File: src/rtl/led7seg_scan_controller.sv
// Multiplexed 7-segment scan controller.
// A DIGITS-wide hex value is shown one digit at a time, with a blanking gap before each digit.
module led7seg_scan_controller #(
  parameter int DIGITS       = 4,
  parameter int DWELL        = 1000,
  parameter int BLANK_CYCLES = 16
) (
  input  logic                  clk,
  input  logic                  rst_n,
  input  logic                  enable,
  input  logic                  lz_blank,
  input  logic                  wr_valid,
  input  logic [4*DIGITS-1:0]   wr_data,
  input  logic [DIGITS-1:0]     wr_dp,
  output logic                  wr_ready,
  output logic [3:0]            number,
  output logic                  dp,
  output logic [DIGITS-1:0]     digit_sel,
  output logic                  seg_blank,
  output logic                  frame_done
);

  localparam int IW   = (DIGITS > 1) ? $clog2(DIGITS) : 1;
  localparam int CMAX = (DWELL > BLANK_CYCLES) ? DWELL : BLANK_CYCLES;
  localparam int CW   = (CMAX > 1) ? $clog2(CMAX + 1) : 1;

  localparam logic [CW-1:0] DWELL_LOAD = CW'(DWELL - 1);
  localparam logic [CW-1:0] BLANK_LOAD = CW'((BLANK_CYCLES > 0) ? BLANK_CYCLES - 1 : 0);
  localparam logic [CW-1:0] CNT_ONE    = CW'(1);
  localparam logic [IW-1:0] IDX_ONE    = IW'(1);
  localparam logic [IW-1:0] LAST_IDX   = IW'(DIGITS - 1);
  localparam logic [DIGITS-1:0] SEL_ONE = DIGITS'(1);

  typedef enum logic [1:0] {
    OFF   = 2'd0,
    BLANK = 2'd1,
    SHOW  = 2'd2
  } state_t;

  state_t                state_reg, state_next;
  logic [IW-1:0]         idx_reg, idx_next;
  logic [CW-1:0]         cnt_reg, cnt_next;
  logic [4*DIGITS-1:0]   disp_data_reg, disp_data_next;
  logic [DIGITS-1:0]     disp_dp_reg, disp_dp_next;
  logic [4*DIGITS-1:0]   pend_data_reg, pend_data_next;
  logic [DIGITS-1:0]     pend_dp_reg, pend_dp_next;
  logic                  pend_flag_reg, pend_flag_next;

  logic                  transfer;
  logic                  commit;

  logic                  wr_ready_next;
  logic [3:0]            number_next;
  logic                  dp_next;
  logic [DIGITS-1:0]     digit_sel_next;
  logic                  seg_blank_next;
  logic                  frame_done_next;

  logic [3:0]            disp_nib [DIGITS];
  logic [DIGITS-1:0]     digit_empty;
  logic [DIGITS-1:0]     lead_zero;
  logic                  suppress;

  // State register: every output is a register loaded from next-state values.
  always_ff @(posedge clk or negedge rst_n) begin
    if (!rst_n) begin
      state_reg     <= OFF;
      idx_reg       <= '0;
      cnt_reg       <= '0;
      disp_data_reg <= '0;
      disp_dp_reg   <= '0;
      pend_data_reg <= '0;
      pend_dp_reg   <= '0;
      pend_flag_reg <= 1'b0;
      wr_ready      <= 1'b1;
      number        <= 4'd0;
      dp            <= 1'b0;
      digit_sel     <= '0;
      seg_blank     <= 1'b1;
      frame_done    <= 1'b0;
    end else begin
      state_reg     <= state_next;
      idx_reg       <= idx_next;
      cnt_reg       <= cnt_next;
      disp_data_reg <= disp_data_next;
      disp_dp_reg   <= disp_dp_next;
      pend_data_reg <= pend_data_next;
      pend_dp_reg   <= pend_dp_next;
      pend_flag_reg <= pend_flag_next;
      wr_ready      <= wr_ready_next;
      number        <= number_next;
      dp            <= dp_next;
      digit_sel     <= digit_sel_next;
      seg_blank     <= seg_blank_next;
      frame_done    <= frame_done_next;
    end
  end

  // Next-state: scan timing plus the pending/display buffer handoff.
  always_comb begin : next_state_logic
    state_next = state_reg;
    idx_next   = idx_reg;
    cnt_next   = cnt_reg;

    if (!enable) begin
      state_next = OFF;
      idx_next   = '0;
      cnt_next   = '0;
    end else begin
      case (state_reg)
        OFF: begin
          idx_next = '0;
          if (BLANK_CYCLES == 0) begin
            state_next = SHOW;
            cnt_next   = DWELL_LOAD;
          end else begin
            state_next = BLANK;
            cnt_next   = BLANK_LOAD;
          end
        end
        BLANK: begin
          if (cnt_reg == '0) begin
            state_next = SHOW;
            cnt_next   = DWELL_LOAD;
          end else begin
            cnt_next = cnt_reg - CNT_ONE;
          end
        end
        SHOW: begin
          if (cnt_reg == '0) begin
            idx_next = (idx_reg == LAST_IDX) ? '0 : idx_reg + IDX_ONE;
            if (BLANK_CYCLES == 0) begin
              state_next = SHOW;
              cnt_next   = DWELL_LOAD;
            end else begin
              state_next = BLANK;
              cnt_next   = BLANK_LOAD;
            end
          end else begin
            cnt_next = cnt_reg - CNT_ONE;
          end
        end
        default: begin
          state_next = OFF;
          idx_next   = '0;
          cnt_next   = '0;
        end
      endcase
    end

    // frame_done marks the last cycle of a frame, so a commit there lands on the next frame's first digit.
    transfer       = wr_valid && wr_ready;
    commit         = pend_flag_reg && (!enable || frame_done);
    disp_data_next = commit ? pend_data_reg : disp_data_reg;
    disp_dp_next   = commit ? pend_dp_reg : disp_dp_reg;
    pend_data_next = transfer ? wr_data : pend_data_reg;
    pend_dp_next   = transfer ? wr_dp : pend_dp_reg;
    pend_flag_next = transfer || (pend_flag_reg && !commit);
  end

  genvar gi;
  generate
    for (gi = 0; gi < DIGITS; gi++) begin : g_digit
      assign disp_nib[gi]    = disp_data_next[4*gi +: 4];
      assign digit_empty[gi] = (disp_data_next[4*gi +: 4] == 4'd0) && !disp_dp_next[gi];
    end
  endgenerate

  // lead_zero[i]: every digit from the top down to i is blank (zero nibble, no dp).
  always_comb begin : lead_zero_scan
    logic run;
    run       = 1'b1;
    lead_zero = '0;
    for (int i = DIGITS - 1; i >= 0; i--) begin
      run          = run && digit_empty[i];
      lead_zero[i] = run;
    end
  end

  always_comb begin : output_logic
    suppress        = lz_blank && (idx_next != '0) && lead_zero[idx_next];
    wr_ready_next   = !pend_flag_next;
    number_next     = disp_nib[idx_next];
    dp_next         = disp_dp_next[idx_next];
    digit_sel_next  = '0;
    seg_blank_next  = 1'b1;
    frame_done_next = (state_next == SHOW) && (idx_next == LAST_IDX) && (cnt_next == '0);
    if (state_next == SHOW && !suppress) begin
      digit_sel_next = SEL_ONE << idx_next;
      seg_blank_next = 1'b0;
    end
  end

endmodule

File: config.mk
export PLATFORM = sky130hd
export DESIGN_NAME = led7seg_scan_controller
export DESIGN_NICKNAME = d
export VERILOG_FILES = /design/src/rtl/led7seg_scan_controller.sv
export SDC_FILE = /design/constraint.sdc
export NUM_CORES = 1
export LEC_CHECK = 0
export CORE_MARGIN = 3
export CORE_UTILIZATION = 45
export DETAILED_ROUTE_END_ITERATION = 10
export PLACE_DENSITY = 0.65
export SYNTH_ARGS = -nofsm -noshare
export SYNTH_HDL_FRONTEND = slang
export SYNTH_SLANG_ARGS = --single-unit
File: constraint.sdc
create_clock -name clk -period 3.35 [get_ports clk]
set_input_delay 0.5025 -clock clk [delete_from_list [all_inputs] [get_ports clk]]
set_output_delay 0.5025 -clock clk [all_outputs]
set_load 0.01 [all_outputs]
==> run_results.csv, run 1 <==
group,metric,value,unit
clocking,postCtsSetupRepairBufs,0,
power,combPwrFrac,33.4,%
grt,first_global_vias,2094,
power,ir_drop,0.321,mV
final_layout,n_antenna_cell,0,
clocking,h-tree-depth,3,
place,place_area,3560,um^2
die,die_area,7910,um^2
power,swShare,34.2,%
yosys,ys_seq_elements,67,
yosys,synthTopCellsByCount,"dfrtp_1, mux2_2, nor2_1",
timing,worst_pin_slew,1.09,ns
grt,overflow,0,
timing,rsz0062_at_grt,"false",
drt,finalWirelength,6270,um
power,p_int,1.87,mW
clocking,clock_sinks,67,
die,die_y,88.9,um
yosys,ys.flop_type,"dfrtp_1",
yosys,syn-num-nets,290,
power,p_leak,1.65,nW
drt,viasPerCell,5.41,
yosys,syn_inst,259,
die,core_area,6490,um^2
timing,maxSlewHeadroom,27.3,%
yosys,syn_area_per_cell,12.0,um^2
grt,antenna_found_initial,0,
drt,drc,0,
yosys,synth_area_leaders,"dfrtp_1, mux2_2, mux2i_1",
critical_path,crit_type,"flip-flop to flip-flop",
clocking,post_cts_resized,0,
min_path,hp-class,"primary input to asynchronous set/reset pin",
die,die_x,88.9,um
die,start_util,47.7,%
power,p_switching,0.972,mW
final_layout,final_area,3760,um^2
timing,clock-skew-final,0.00624,ns
critical_path,critPathLaunchType,"flip-flop",
yosys,yosys.cell_count.top_type,"dfrtp_1",
final_layout,nets,337,
yosys,netlist.area_leader.share,52.5,%
power,power_frac_clock,23.7,%
drt,ant_nets,0,
outcome,status,"finished clean",
yosys,async_flop_share,100,%
critical_path,arrival,3.13,ns
job,maxCapViolations,0,
grt,grt.total_usage,17.3,%
clocking,numCtsBuffers,9,
yosys,yosysSeqAreaShare,54.2,%
yosys,yosysWarningCount,0,
final_layout,area_growth,21.6,%
drt,routed-via-count,2101,
timing,min_period,2.92,ns
clocking,cts_tree,"yes",
clocking,clk_latency,0.33,ns
critical_path,worstSetupEndpointType,"flip-flop",
timing,slew_viol_final,0,
drt,drtIter0Drc,194,
drt,dr.pass1.iters,4,
place,portBuffers,36,
final_layout,post-route-util,57.9,%
yosys,synth_cell_type_count,50,
grt,grt_pass1_wl,10300,um
timing,fin_crit_sh,87.1,%
power,p_seq_share,42.9,%
die,io_pins,37,
clocking,cts_buffer_depth,2,
clocking,path_clk_slew,0.07,ns
timing,fmax,343,MHz
clocking,holdBufCountCts,0,
yosys,synth-edff-count,0,
power,power.density,756,nW/um^2
grt,grt_max_degree,52,
place,place.detailed.hpwl,4540,um
critical_path,crit_required,3.56,ns
final_layout,drive_gt1_share,23.5,%
die,fp-row-count,29,
timing,hold_slack,0.367,ns
timing,final_hold_viol_count,0,
critical_path,crit_fanout,7,
place,routabilityCongestion,0.820,
yosys,synth_area,3100,um^2
timing,tns,0,ns
timing,finalSetupViolations,0,
yosys,synth_largest_area_cell,"dfrtp_1",
clocking,root_buffer,"clkbuf_8",
drt,avgRoutedWirePerCell,16.2,um
path summary, 6_finish.rpt:
check	startpoint	to	slack, ns	cells past startpoint
max reg2reg	cnt_reg[0]	number[3]	0.43	8
min in group clk	disp_dp_reg[0]	disp_dp_reg[0]	0.50	1
min reg2reg	disp_dp_reg[0]	disp_dp_reg[0]	0.50	1
min	rst_n	disp_data_reg[1]	0.37	1
max in group asynchronous	rst_n	wr_ready	2.15	2
max	cnt_reg[0]	number[3]	0.43	8
power groups by stage:
stage	Sequential (mW)	Combinational, mW	Clock (mW)
after floorplan	1.19	0.681	0
after global placement	1.23	0.938	0
after detailed placement	1.23	0.947	0
after CTS	1.22	0.955	0.693
after global routing	1.25	1.06	0.729
final	1.22	0.949	0.674
worst max-delay path, cell delays in order (launching register included):
cell      delay [ns]
dfrtp_1         0.41
inv_1           0.09
ha_1            0.21
or4b_1          0.62
nor3_2          0.42
a221oi_2        0.19
a21oi_1         0.47
nor2_1          0.11
a221oi_1        0.28
cell families after synthesis:
| kind of cell | after synthesis | share of synthesized area [%] |
|---|---|---|
| AO/OA/AOI/OAI | 42 | 9.54 |
| XOR/XNOR | 4 | 1.13 |
| AND/OR/NAND/NOR | 72 | 12.5 |
| multiplexers | 49 | 17.3 |
| adder cells (fa/ha/maj) | 6 | 2.43 |
| flip-flops | 67 | 54.2 |
| buffers and inverters | 19 | 2.79 |
metrics by stage:
step,setup WS (ns),total power [mW],instances
final,0.433,2.84,388
after detailed placement,0.512,2.18,372
after CTS,0.455,2.87,388
after global routing,0.189,3.05,388
after global placement,0.626,2.16,372
after floorplan,0.781,1.87,259
routing by layer:
layer / vias to the layer above / GRT usage, % / routed length (um)
li1: 1032 / - / -
met1: 1012 / 26.1 / 3230
met2: 51 / 24.6 / 2710
met3: 6 / 3.32 / 252
met4: 0 / 6.90 / 78
met5: - / 0 / 0
placed cells by master, fill, tap and decap left out, types with 5 or more instances in the layout:
cell,n
o21ai_0,7
nor3_1,5
inv_1,12
a21oi_1,12
mux2_2,37
clkbuf_8,10
nand2_1,13
clkdlybuf4s50_1,35
dfrtp_1,65
mux2i_1,12
buf_4,7
nor2_1,24
ha_1,6
area by class of cell:
type                       instances  area, um^2
tap                               77        96.3
inverter                          12        45.0
fill                             540        2730
clock inverter                     6        63.8
timing repair buffer              43         408
clock buffer                      10         138
multi-input combinational        173        1330
sequential                        67        1680
(Power assumes the default switching activity.)
==> inputs of run 2 (changes only) <==
--- a/config.mk
+++ b/config.mk
@@ -6,9 +6,10 @@
 export NUM_CORES = 1
 export LEC_CHECK = 0
 export CORE_MARGIN = 3
-export CORE_UTILIZATION = 45
+export CORE_UTILIZATION = 50
 export DETAILED_ROUTE_END_ITERATION = 10
-export PLACE_DENSITY = 0.65
+export GPL_ROUTABILITY_DRIVEN = 0
+export PLACE_DENSITY = 0.71
 export SYNTH_ARGS = -nofsm -noshare
 export SYNTH_HDL_FRONTEND = slang
 export SYNTH_SLANG_ARGS = --single-unit
==> run 2 against run 1 <==
  * Core utilization increased by 6.2 points
  * Critical path depth increased by 1
  * First-iteration DRC count decreased by 36%
  * Non-clock buffer count increased by 1
  * Wire length decreased by 4.3%
  * Cell area increased by 1.5%
  * Worst hold slack got worse by 0.073 ns
  * Sequential power about the same
  * Setup slack improved by 0.087 ns
  * Power increased by 4.8%
  * Sequential cell count unchanged
  * Register-to-register slack improved by 0.09 ns
==> run_results.csv, run 2 (synthesized netlist as in run 1, its figures left out) <==
group,metric,value,unit
timing,tns,0,ns
final_layout,mostFrequentLayoutCells,"dfrtp_1, mux2_2, clkdlybuf4s50_1",
critical_path,critPathLaunchType,"flip-flop",
power,p_seq_share,40.8,%
clocking,path_clk_slew,0.08,ns
clocking,root_buffer,"clkbuf_8",
grt,grt_max_degree,45,
clocking,h-tree-depth,3,
die,die_x,84.7,um
final_layout,drive_gt1_share,23.4,%
place,portBuffers,36,
timing,final_hold_viol_count,0,
drt,ant_nets,0,
critical_path,reg2reg_slack,0.52,ns
drt,dr.pass1.iters,4,
final_layout,area_growth,23.4,%
drt,finalWirelength,6000,um
grt,grt.total_usage,18.0,%
clocking,post_cts_resized,0,
critical_path,crit_type,"flip-flop to flip-flop",
timing,fin_crit_sh,84.5,%
grt,first_global_vias,2148,
timing,clock-skew-final,0.00998,ns
drt,avgRoutedWirePerCell,15.5,um
final_layout,final_area,3820,um^2
clocking,clock_sinks,67,
timing,hold_slack,0.294,ns
drt,routed-via-count,2136,
clocking,cts_tree,"yes",
timing,min_period,2.83,ns
power,p_int,2.02,mW
clocking,postCtsSetupRepairBufs,0,
critical_path,worstSetupEndpointType,"flip-flop",
die,core_area,5960,um^2
grt,grt_util_met1,25.8,%
timing,worst_pin_slew,0.934,ns
critical_path,timing.rr.end,"number[3]",
power,power_frac_clock,26.9,%
final_layout,nFillCells,494,
job,maxCapViolations,0,
min_path,hp-class,"primary input to asynchronous set/reset pin",
power,p_leak,1.69,nW
critical_path,arrival,3.05,ns
power,ir_drop,0.404,mV
die,start_util,52.0,%
clocking,cts_buffer_depth,2,
timing,maxSlewHeadroom,37.8,%
power,p_switching,0.964,mW
place,place_area,3580,um^2
critical_path,rr_worst_depth,9,
critical_path,crit_fanout,8,
place,place.detailed.hpwl,4390,um
critical_path,crit_required,3.57,ns
timing,rsz0062_at_grt,"false",
outcome,status,"finished clean",
final_layout,post-route-util,64.1,%
grt,use_met3,3.93,%
critical_path,r2r-start,"cnt_reg[0]",
timing,slew_viol_final,0,
die,die_y,84.7,um
grt,grt_pass1_wl,10100,um
die,fp-row-count,28,
timing,fmax,353,MHz
drt,drtIter0Drc,125,
clocking,holdBufCountCts,0,
drt,drc,0,
power,combPwrFrac,32.2,%
clocking,clk_latency,0.34,ns
clocking,numCtsBuffers,9,
power,swShare,32.3,%
power,power.density,780,nW/um^2
timing,finalSetupViolations,0,
final_layout,n_antenna_cell,0,
final_layout,mostFrequentLayoutCell,"dfrtp_1",
grt,overflow,0,
die,die_area,7170,um^2
grt,antenna_found_initial,0,
grt,met2_usage,26.1,%
grt,top_usage_layer,"met2",
final_layout,nets,338,
die,io_pins,37,
drt,viasPerCell,5.52,
-- run 2: changes by cell type in the layout (fill, tap and decap cells not counted), sizes merged --
| cell | change |
|---|---|
| buf | +1 |
| bufinv | +2 |
| clkinvlp | -2 |
-- run 2: area by class of cell --
cell class | count | area (um^2) | area share [%]
repair buffers | 44 | 428 | 11.2
flip-flops and latches | 67 | 1680 | 44.0
clock buffers | 10 | 128 | 3.34
multi-input cells | 173 | 1330 | 34.9
well taps | 75 | 93.8 | 2.46
clock inverters | 6 | 113 | 2.95
inverters | 12 | 45.0 | 1.18
-- run 2: worst max-delay path by stage --
| stage | end | start | slack, ns | depth (start not counted) |
|---|---|---|---|---|
| 2_1_floorplan | frame_done | cnt_reg[0] | 0.78 | 9 |
| 3_3_place_gp | frame_done | cnt_reg[0] | 0.67 | 8 |
| 3_5_place_dp | frame_done | cnt_reg[0] | 0.58 | 8 |
| 6_report | number[3] | cnt_reg[0] | 0.52 | 9 |
| 5_1_grt | number[3] | cnt_reg[0] | 0.30 | 9 |
| 4_1_cts | number[3] | cnt_reg[0] | 0.55 | 9 |
-- run 2: per-layer routing --
layer / up-vias / share of wire (%)
li1: 1038 / -
met1: 1038 / 49
met4: 0 / 1.1
met5: - / 0
met3: 7 / 4.6
met2: 53 / 45
-- run 2: power by group through the flow --
stage               clock network [mW]  logic, mW  registers (mW)
global route                     0.855       1.07            1.25
floorplan                            0      0.681            1.19
detailed placement                   0      0.956            1.23
CTS                              0.821      0.966            1.22
global placement                     0      0.940            1.22
finish                           0.803      0.961            1.22
-- run 2: worst max-delay path: stages (launching register included) --
cell      delay [ns]
dfrtp_1         0.41
inv_1           0.09
ha_1            0.22
or4b_1          0.62
nor3_2          0.21
buf_4           0.17
a221oi_2        0.12
a21oi_1         0.47
nor2_1          0.12
a221oi_1        0.27
-- run 2: per-stage QoR --
stage | power (mW) | cells | setup slack (ns)
floorplan | 1.87 | 259 | 0.781
global placement | 2.16 | 371 | 0.675
detailed placement | 2.19 | 371 | 0.578
CTS | 3.00 | 387 | 0.554
global route | 3.17 | 387 | 0.304
finish | 2.98 | 387 | 0.520
